## config.mk

```make
export PLATFORM = sky130hd
export DESIGN_NAME = ram_port_arbiter
export DESIGN_NICKNAME = d
export VERILOG_FILES = /design/src/rtl/ram_port_arbiter.sv
export SDC_FILE = /design/constraint.sdc
export NUM_CORES = 1
export LEC_CHECK = 0
export ABC_AREA = 1
export CORE_MARGIN = 5
export CORE_UTILIZATION = 36
export DETAILED_ROUTE_END_ITERATION = 16
export PLACE_DENSITY = 0.86
export SLEW_MARGIN = 20
export SYNTH_ARGS = -nofsm -noshare
export SYNTH_HDL_FRONTEND = slang
export SYNTH_SLANG_ARGS = --single-unit
```

## constraint.sdc

```tcl
create_clock -name clock -period 1.4 [get_ports clock]
set_input_delay 0.28 -clock clock [delete_from_list [all_inputs] [get_ports clock]]
set_output_delay 0.28 -clock clock [all_outputs]
set_load 0.02 [all_outputs]
```

## src/rtl/ram_port_arbiter.sv

```systemverilog
// ram_port_arbiter: round-robin arbiter for RAM port A shared by the CPU core
// (requester 0) and an auxiliary master (requester 1). Drives the RAM port
// from registers and routes read data back only to the requester that issued
// the read, using a {valid, owner} tracking pipe matched to the RAM latency.
// Optional feature macro: RAM_PORT_ARBITER_LOCK_EN (ownership lock via lockN).
module ram_port_arbiter #(
  parameter int READ_LAT = 2,
  parameter int AW       = 16,
  parameter int DW       = 16
) (
  input  logic          clock,
  input  logic          reset,
  input  logic          req0,
  input  logic          req1,
  input  logic          we0,
  input  logic          we1,
  input  logic [AW-1:0] addr0,
  input  logic [AW-1:0] addr1,
  input  logic [DW-1:0] wdata0,
  input  logic [DW-1:0] wdata1,
  input  logic          lock0,
  input  logic          lock1,
  output logic          gnt0,
  output logic          gnt1,
  output logic          rvalid0,
  output logic          rvalid1,
  output logic [DW-1:0] rdata,
  output logic [AW-1:0] ram_address,
  output logic [DW-1:0] ram_data,
  output logic          ram_wren,
  input  logic [DW-1:0] ram_q,
  output logic          busy
);

  // Last accepted requester; 1 after reset so requester 0 wins the first tie.
  logic            r_last;
  logic [AW-1:0]   r_ramAddress;
  logic [DW-1:0]   r_ramData;
  logic            r_ramWren;
  logic [READ_LAT:0] r_pipeValid;
  logic [READ_LAT:0] r_pipeOwner;

  logic w_gnt0;
  logic w_gnt1;
  logic w_hold0;
  logic w_hold1;
  logic w_acc0;
  logic w_acc1;
  logic w_readIssue;

`ifdef RAM_PORT_ARBITER_LOCK_EN
  // A lock only counts for the requester that currently owns the port.
  assign w_hold0 = (r_last == 1'b0) && lock0;
  assign w_hold1 = (r_last == 1'b1) && lock1;
`else
  // Lock inputs exist on the port list but carry no meaning in this build.
  logic w_unusedLock;
  assign w_unusedLock = lock0 | lock1;
  assign w_hold0 = 1'b0;
  assign w_hold1 = 1'b0;
`endif

  // Combinational grant: a held lock wins outright, otherwise round-robin.
  always_comb begin
    w_gnt0 = 1'b0;
    w_gnt1 = 1'b0;
    if (w_hold0) begin
      w_gnt0 = req0;
    end else if (w_hold1) begin
      w_gnt1 = req1;
    end else if (req0 && req1) begin
      w_gnt0 = r_last;
      w_gnt1 = ~r_last;
    end else begin
      w_gnt0 = req0;
      w_gnt1 = req1;
    end
  end

  assign gnt0        = w_gnt0;
  assign gnt1        = w_gnt1;
  assign w_acc0      = req0 & w_gnt0;
  assign w_acc1      = req1 & w_gnt1;
  assign w_readIssue = (w_acc0 & ~we0) | (w_acc1 & ~we1);

  // Round-robin pointer moves only when an access is actually accepted.
  always_ff @(posedge clock or posedge reset) begin
    if (reset) begin
      r_last <= 1'b1;
    end else if (w_acc0) begin
      r_last <= 1'b0;
    end else if (w_acc1) begin
      r_last <= 1'b1;
    end
  end

  // Registered RAM drive; address/data hold when idle, write enable drops.
  always_ff @(posedge clock or posedge reset) begin
    if (reset) begin
      r_ramAddress <= '0;
      r_ramData    <= '0;
      r_ramWren    <= 1'b0;
    end else if (w_acc0) begin
      r_ramAddress <= addr0;
      r_ramData    <= wdata0;
      r_ramWren    <= we0;
    end else if (w_acc1) begin
      r_ramAddress <= addr1;
      r_ramData    <= wdata1;
      r_ramWren    <= we1;
    end else begin
      r_ramWren    <= 1'b0;
    end
  end

  // Tracking pipe: the tail lines up with ram_q for the read that entered it.
  always_ff @(posedge clock or posedge reset) begin
    if (reset) begin
      r_pipeValid <= '0;
      r_pipeOwner <= '0;
    end else begin
      r_pipeValid <= {r_pipeValid[READ_LAT-1:0], w_readIssue};
      r_pipeOwner <= {r_pipeOwner[READ_LAT-1:0], w_acc1};
    end
  end

  assign ram_address = r_ramAddress;
  assign ram_data    = r_ramData;
  assign ram_wren    = r_ramWren;
  assign rvalid0     = r_pipeValid[READ_LAT] & ~r_pipeOwner[READ_LAT];
  assign rvalid1     = r_pipeValid[READ_LAT] &  r_pipeOwner[READ_LAT];
  assign rdata       = ram_q;
  assign busy        = |r_pipeValid;

endmodule

```

==> impl_metrics.yaml, run 1 <==
synthesis:
  postSynthNetCount: 376
  netlist_area_mm2: 0.00219
  yosys-top-cells-area: "sky130_fd_sc_hd__dfrtp_1 (44%), sky130_fd_sc_hd__nand2_1 (17%), sky130_fd_sc_hd__nand3_1 (15%)"
  synth.largest_area_cell: "sky130_fd_sc_hd__dfrtp_1"
  netlist_instances: 288
  post-synth-top-area-fraction: 0.445
  yosys_warnings: 0
  yosys_register_bits: 40
  yosysSeqAreaShare: 0.457
  avgSynthCellArea_um2: 7.62
  netlist-cell-type-count: 14
clocking:
  htree_num_levels: 2
  ctsRootBufferMaster: "sky130_fd_sc_hd__clkbuf_8"
  cts.path.max_buffers: 2
  clk_pin_slew_worst_paths_ns: 0.07
  cts.sinks: 40
  cts_inserted_buffers: 5
  postCtsHoldBufs: 0
  tritoncts: "built"
  worst_skew_pair.late_latency_ns: 0.28
finish:
  final_cell_mix: "sky130_fd_sc_hd__nand2_1 (101), sky130_fd_sc_hd__clkdlybuf4s50_1 (67), sky130_fd_sc_hd__nand3_1 (64)"
  seqCellArea_mm2: 0.00100
  synthToLayoutAreaGrowth_pct: 48.7
  area_taken_by_multi_input_logic_gates_um2: 801
  layoutNonFillerInstCount: 457
  antenna_cells_inserted: 0
  layout.cells.most_common: "sky130_fd_sc_hd__nand2_1"
  final_design_area_no_fill_mm2: 0.00326
  fillers: 561
  fin_nets: 469
  layout-drive-gt1-share: 0.0890
worst_setup_path:
  r2r_end: "ram_address[14]$_DFFE_PP0P_"
  timing.reg2reg.worst_path_depth: 5
  worstSetupEndpointType: "output port"
  critPathKind: "register to output port"
  worst_setup_path_start_kind: "register"
  cp_data_arrival_time_ns: 1.17
  worst_ep_required_time_ns: 1.12
  regToRegStartpoint: "r_last$_DFFE_PP1P_"
  worst-r2r-setup-slack_ns: 0.06
  worst-path-max-fanout: 2
  worstSetupStartpoint: "r_last$_DFFE_PP1P_"
sta:
  slew_headroom: 0.730
  maxSlewViolCount: 0
  achievable-frequency_mhz: 689
  timing.final.crit_share: 1.04
  worst_pin_slew_ns: 0.406
  setup_viol: 2
  unrepaired_setup_endpoints_after_global_routing: "yes"
  min_clock_period_post_route_ns: 1.45
  hold_viol_final: 0
  timing.final.ws_setup_ns: -0.0518
  worst_clock_skew_ns: 0.00307
die:
  placement_rows: 28
  core_region_area_mm2: 0.00592
  die_height_um: 88.1
  floorplan.die.width_um: 88.1
  starting_density_of_the_core: 0.370
  dieArea_mm2: 0.00775
  io_pins: 142
run_status:
  outcome: "finished, violations left"
  failed_checks: "setup timing"
route:
  drc: 0
  viasPerCell: 4.55
  first_iter_violations: 68
  antenna_left: 0
  drtPass1Iterations: 4
  wl_per_cell_um: 13.5
  routed_wirelength_mm: 6.16
  overall_via_count_from_detail_route: 2080
placement:
  gp_congestion: 0.709
  port_buffers: 107
  pre_cts_ws_ns: -0.283
  dp.cells: 446
  placed_area_mm2: 0.00320
  dp_hpwl_mm: 4.45
global_route:
  grt_antenna_before_repair: 0
  overflow: 0
  number_of_global_route_vias_before_repair: 2103
  grtUsageTotal: 0.159
  wire_length_of_the_first_global_routing_pass_mm: 9.67
  pin_count_of_the_biggest_net_entering_global_routing: 41
power:
  leakage_power_nw: 1.76
  pwr_density_cell_mw_per_mm2: 923
  power.total_mw: 3.01
  ir_worst_vdd_uv: 411
flow_run:
  max_cap_viol_count: 0
min_path:
  hold_path_class: "input port to async pin"
[kinds of logic (layout without fill, tap and decap cells)]
group,after synthesis,count (layout),synth area share
flops,40,40,0.457
compound gates,2,2,0.00456
simple gates,174,174,0.358
buf+inv,72,166,0.180
[metrics by stage]
stage | utilization | hold WS, ns | setup TNS [ns]
global route | 0.551 | 0.357 | -0.274
global placement | 0.541 | 0.338 | -0.392
CTS | 0.549 | 0.335 | -0.121
floorplan | - | 0.331 | 0
detailed placement | 0.541 | 0.341 | -0.432
finish | 0.551 | 0.334 | -0.102
[worst max path at each step]
stage / to / slack, ns / cells after the start
after floorplan: r_pipeOwner[0]$_DFF_PP0_ / 0.20 / 1
after global placement: gnt0 / -0.26 / 5
after detailed placement: gnt0 / -0.28 / 5
after CTS: gnt0 / -0.07 / 5
after global routing: gnt0 / -0.1 / 5
final: gnt0 / -0.05 / 5
[cell type report]
cell class	count	share of cell area
Clock buffer	7	0.0234
Sequential cell	40	0.307
Clock inverter	1	0.00153
Tap cell	75	0.0288
Multi-Input combinational cell	176	0.246
Inverter	39	0.0464
Timing Repair Buffer	119	0.347
[power breakdown]
group          switching, mW  internal [mW]  leakage [nW]
Clock                  0.368          0.349        0.0422
Combinational          0.499          0.434          1.23
Sequential            0.0689           1.29         0.489
Total                  0.937           2.07          1.76
[cells in the mapped netlist (all sizes together)]
master and n:
inv 39, nand3 64, o21ai 1, a21oi 1
nand2 104, nand3b 1, dfrtp 39, nor2 5
buf 33, dfstp 1
[registers in the layout, summed over array words and instances (netlist names)]
| signal | cells |
|---|---|
| ram_wren | 1 |
| r_pipeOwner | 3 |
| r_last | 1 |
| r_pipeValid | 3 |
| ram_address | 16 |
| ram_data | 16 |
[worst max-delay path: stages, from the launching register on]
cell and delay [ns]:
sky130_fd_sc_hd__dfstp_2 0.57, sky130_fd_sc_hd__inv_4 0.05, sky130_fd_sc_hd__nand2_8 0.06, sky130_fd_sc_hd__nand2_8 0.05, sky130_fd_sc_hd__inv_4 0.05, sky130_fd_sc_hd__buf_6 0.10
[repair_timing]
item,in CTS,in global routing
setup buffers,1,3
pin swaps,0,1
setup endpoints to repair,38,10
hold endpoints to repair,0,0
resized for setup,54,8
cloned,0,0
[routing by layer]
metal  track usage  vias to the layer above  wire, um
met5             0                        -         0
met4        0.0481                        0        59
met3        0.0433                        7       516
met2         0.282                       72      3130
met1         0.187                      952      2450
li1              -                     1049         -
Note: power is estimated with default switching activity, not from simulation.
==> run 2: changes to the inputs <==
Settings changed: TNS_END_PERCENT from default to 5.
==> impl_metrics.yaml, run 2 (synthesized netlist as in run 1, its figures left out) <==
sta:
  unrepaired_setup_endpoints_after_global_routing: "yes"
  setup_viol: 2
  timing.final.crit_share: 1.04
  hold_viol_final: 0
  achievable-frequency_mhz: 685
  slew_headroom: 0.726
  min_clock_period_post_route_ns: 1.46
  worst_clock_skew_ns: 0.00226
  timing.final.ws_setup_ns: -0.0597
  worst_pin_slew_ns: 0.411
  maxSlewViolCount: 0
global_route:
  grt-busiest-layer: "met2"
  grt_antenna_before_repair: 0
  pin_count_of_the_biggest_net_entering_global_routing: 41
  use_met1: 0.188
  grt_util_met2: 0.278
  gr-usage-met3: 0.0433
  number_of_global_route_vias_before_repair: 2094
  overflow: 0
  grtUsageTotal: 0.158
  wire_length_of_the_first_global_routing_pass_mm: 9.65
route:
  overall_via_count_from_detail_route: 2073
  routed_wirelength_mm: 6.22
  antenna_left: 0
  drtPass1Iterations: 4
  drc: 0
  wl_per_cell_um: 13.6
  first_iter_violations: 62
  viasPerCell: 4.54
worst_setup_path:
  worstSetupEndpointType: "output port"
  cp_data_arrival_time_ns: 1.18
  critical-path-slowest-cell: "sky130_fd_sc_hd__dfstp_2"
  cp_cell_sequence: "nand2_2 -> inv_2 -> nor2_1 -> buf_4"
  worst_setup_path_start_kind: "register"
  critPathKind: "register to output port"
  crit_path_max_incr_delay_ns: 0.57
  worst-path-max-fanout: 2
  worst_ep_required_time_ns: 1.12
clocking:
  tritoncts: "built"
  cts_inserted_buffers: 5
  cts.path.max_buffers: 2
  clk_pin_slew_worst_paths_ns: 0.07
  cts.sinks: 40
  worst_skew_pair.late_latency_ns: 0.28
  postCtsHoldBufs: 0
  ctsRootBufferMaster: "sky130_fd_sc_hd__clkbuf_8"
  htree_num_levels: 2
power:
  ir_worst_vdd_uv: 461
  leakage_power_nw: 1.77
  pwr_density_cell_mw_per_mm2: 923
finish:
  antenna_cells_inserted: 0
  fin_nets: 469
  final_cell_mix: "sky130_fd_sc_hd__nand2_1 (101), sky130_fd_sc_hd__clkdlybuf4s50_1 (67), sky130_fd_sc_hd__nand3_1 (64)"
  postLayoutCoreUtil: 0.552
  layout-drive-gt1-share: 0.0864
  synthToLayoutAreaGrowth_pct: 49.0
  fillers: 556
  layout.cells.most_common: "sky130_fd_sc_hd__nand2_1"
  layoutNonFillerInstCount: 457
run_status:
  outcome: "finished, violations left"
  failed_checks: "setup timing"
placement:
  gp_congestion: 0.709
  port_buffers: 107
  dp_hpwl_mm: 4.45
  dp.cells: 446
min_path:
  hold_path_class: "input port to async pin"
die:
  floorplan.die.width_um: 88.1
  core_region_area_mm2: 0.00592
  die_height_um: 88.1
  starting_density_of_the_core: 0.370
  io_pins: 142
  placement_rows: 28
  dieArea_mm2: 0.00775
flow_run:
  max_cap_viol_count: 0
-- run 2: changes by cell type in the layout (fill, tap and decap cells not counted) --
cell                              delta
sky130_fd_sc_hd__buf_2               -1
sky130_fd_sc_hd__buf_4               -1
sky130_fd_sc_hd__nor2_2              -1
sky130_fd_sc_hd__buf_6               +1
sky130_fd_sc_hd__clkdlybuf4s15_2     +1
sky130_fd_sc_hd__nor2_1              +1
-- run 2: worst paths after layout --
path                                           from                           to  slack, ns  cells after the start
max reg2reg                      r_last$_DFFE_PP1P_  ram_address[14]$_DFFE_PP0P_       0.06                      5
min in group clock         r_pipeOwner[0]$_DFF_PP0_     r_pipeOwner[1]$_DFF_PP0_       0.36                      0
max                              r_last$_DFFE_PP1P_                         gnt1      -0.06                      4
max in group asynchronous                     reset           r_last$_DFFE_PP1P_       0.81                      3
min reg2reg                r_pipeOwner[0]$_DFF_PP0_     r_pipeOwner[1]$_DFF_PP0_       0.36                      0
min                                           reset   ram_address[3]$_DFFE_PP0P_       0.33                      3
-- run 2: worst max-delay path: cells and delay by family, from the launching register on --
| family | cells | cell delay, ns |
|---|---|---|
| flops | 1 | 0.57 |
| simple gates | 2 | 0.11 |
| buf+inv | 2 | 0.22 |
-- run 2: timing repair --
item	CTS	global route
resized for setup	48	13
setup endpoints to repair	38	37
setup buffers	0	3
-- run 2: metrics by stage --
stage	worst slack [ns]	total power, mW	TNS (ns)	hold slack [ns]	instance area [um2]
finish	-0.0597	3.02	-0.114	0.334	3270
global route	-0.124	3.20	-0.350	0.357	3270
CTS	-0.165	3.04	-0.317	0.335	3240
detailed placement	-0.283	2.39	-0.432	0.341	3200
global placement	-0.263	2.37	-0.392	0.338	3200
floorplan	0.204	1.92	0	0.331	2190
-- run 2: where the power goes --
part           switching (mW)  internal, mW  total (mW)
sequential             0.0681          1.29        1.36
clock                   0.371         0.350       0.721
combinational           0.500         0.437       0.937
total                   0.939          2.08        3.02
-- run 2: metal layers --
metal	routed length (um)	part of all wire
met2	3160	0.51
met3	516	0.083
met5	0	0
met1	2480	0.40
met4	53	0.0085
-- run 2: layout make-up --
type                    count  area, um2  area share
repair buffers            119       1140       0.349
inverters                  39        151      0.0463
clock inverters             1       5.00     0.00153
clock buffers               7       76.3      0.0234
flip-flops and latches     40       1000       0.307
well taps                  75       93.8      0.0287
multi-input cells         176        798       0.244
==> run 3: changes to the inputs <==
Settings changed: SLEW_MARGIN 20 to default.
==> results of run 3 <==
No change in the layout: final DEF, timing and power equal those of run 2.
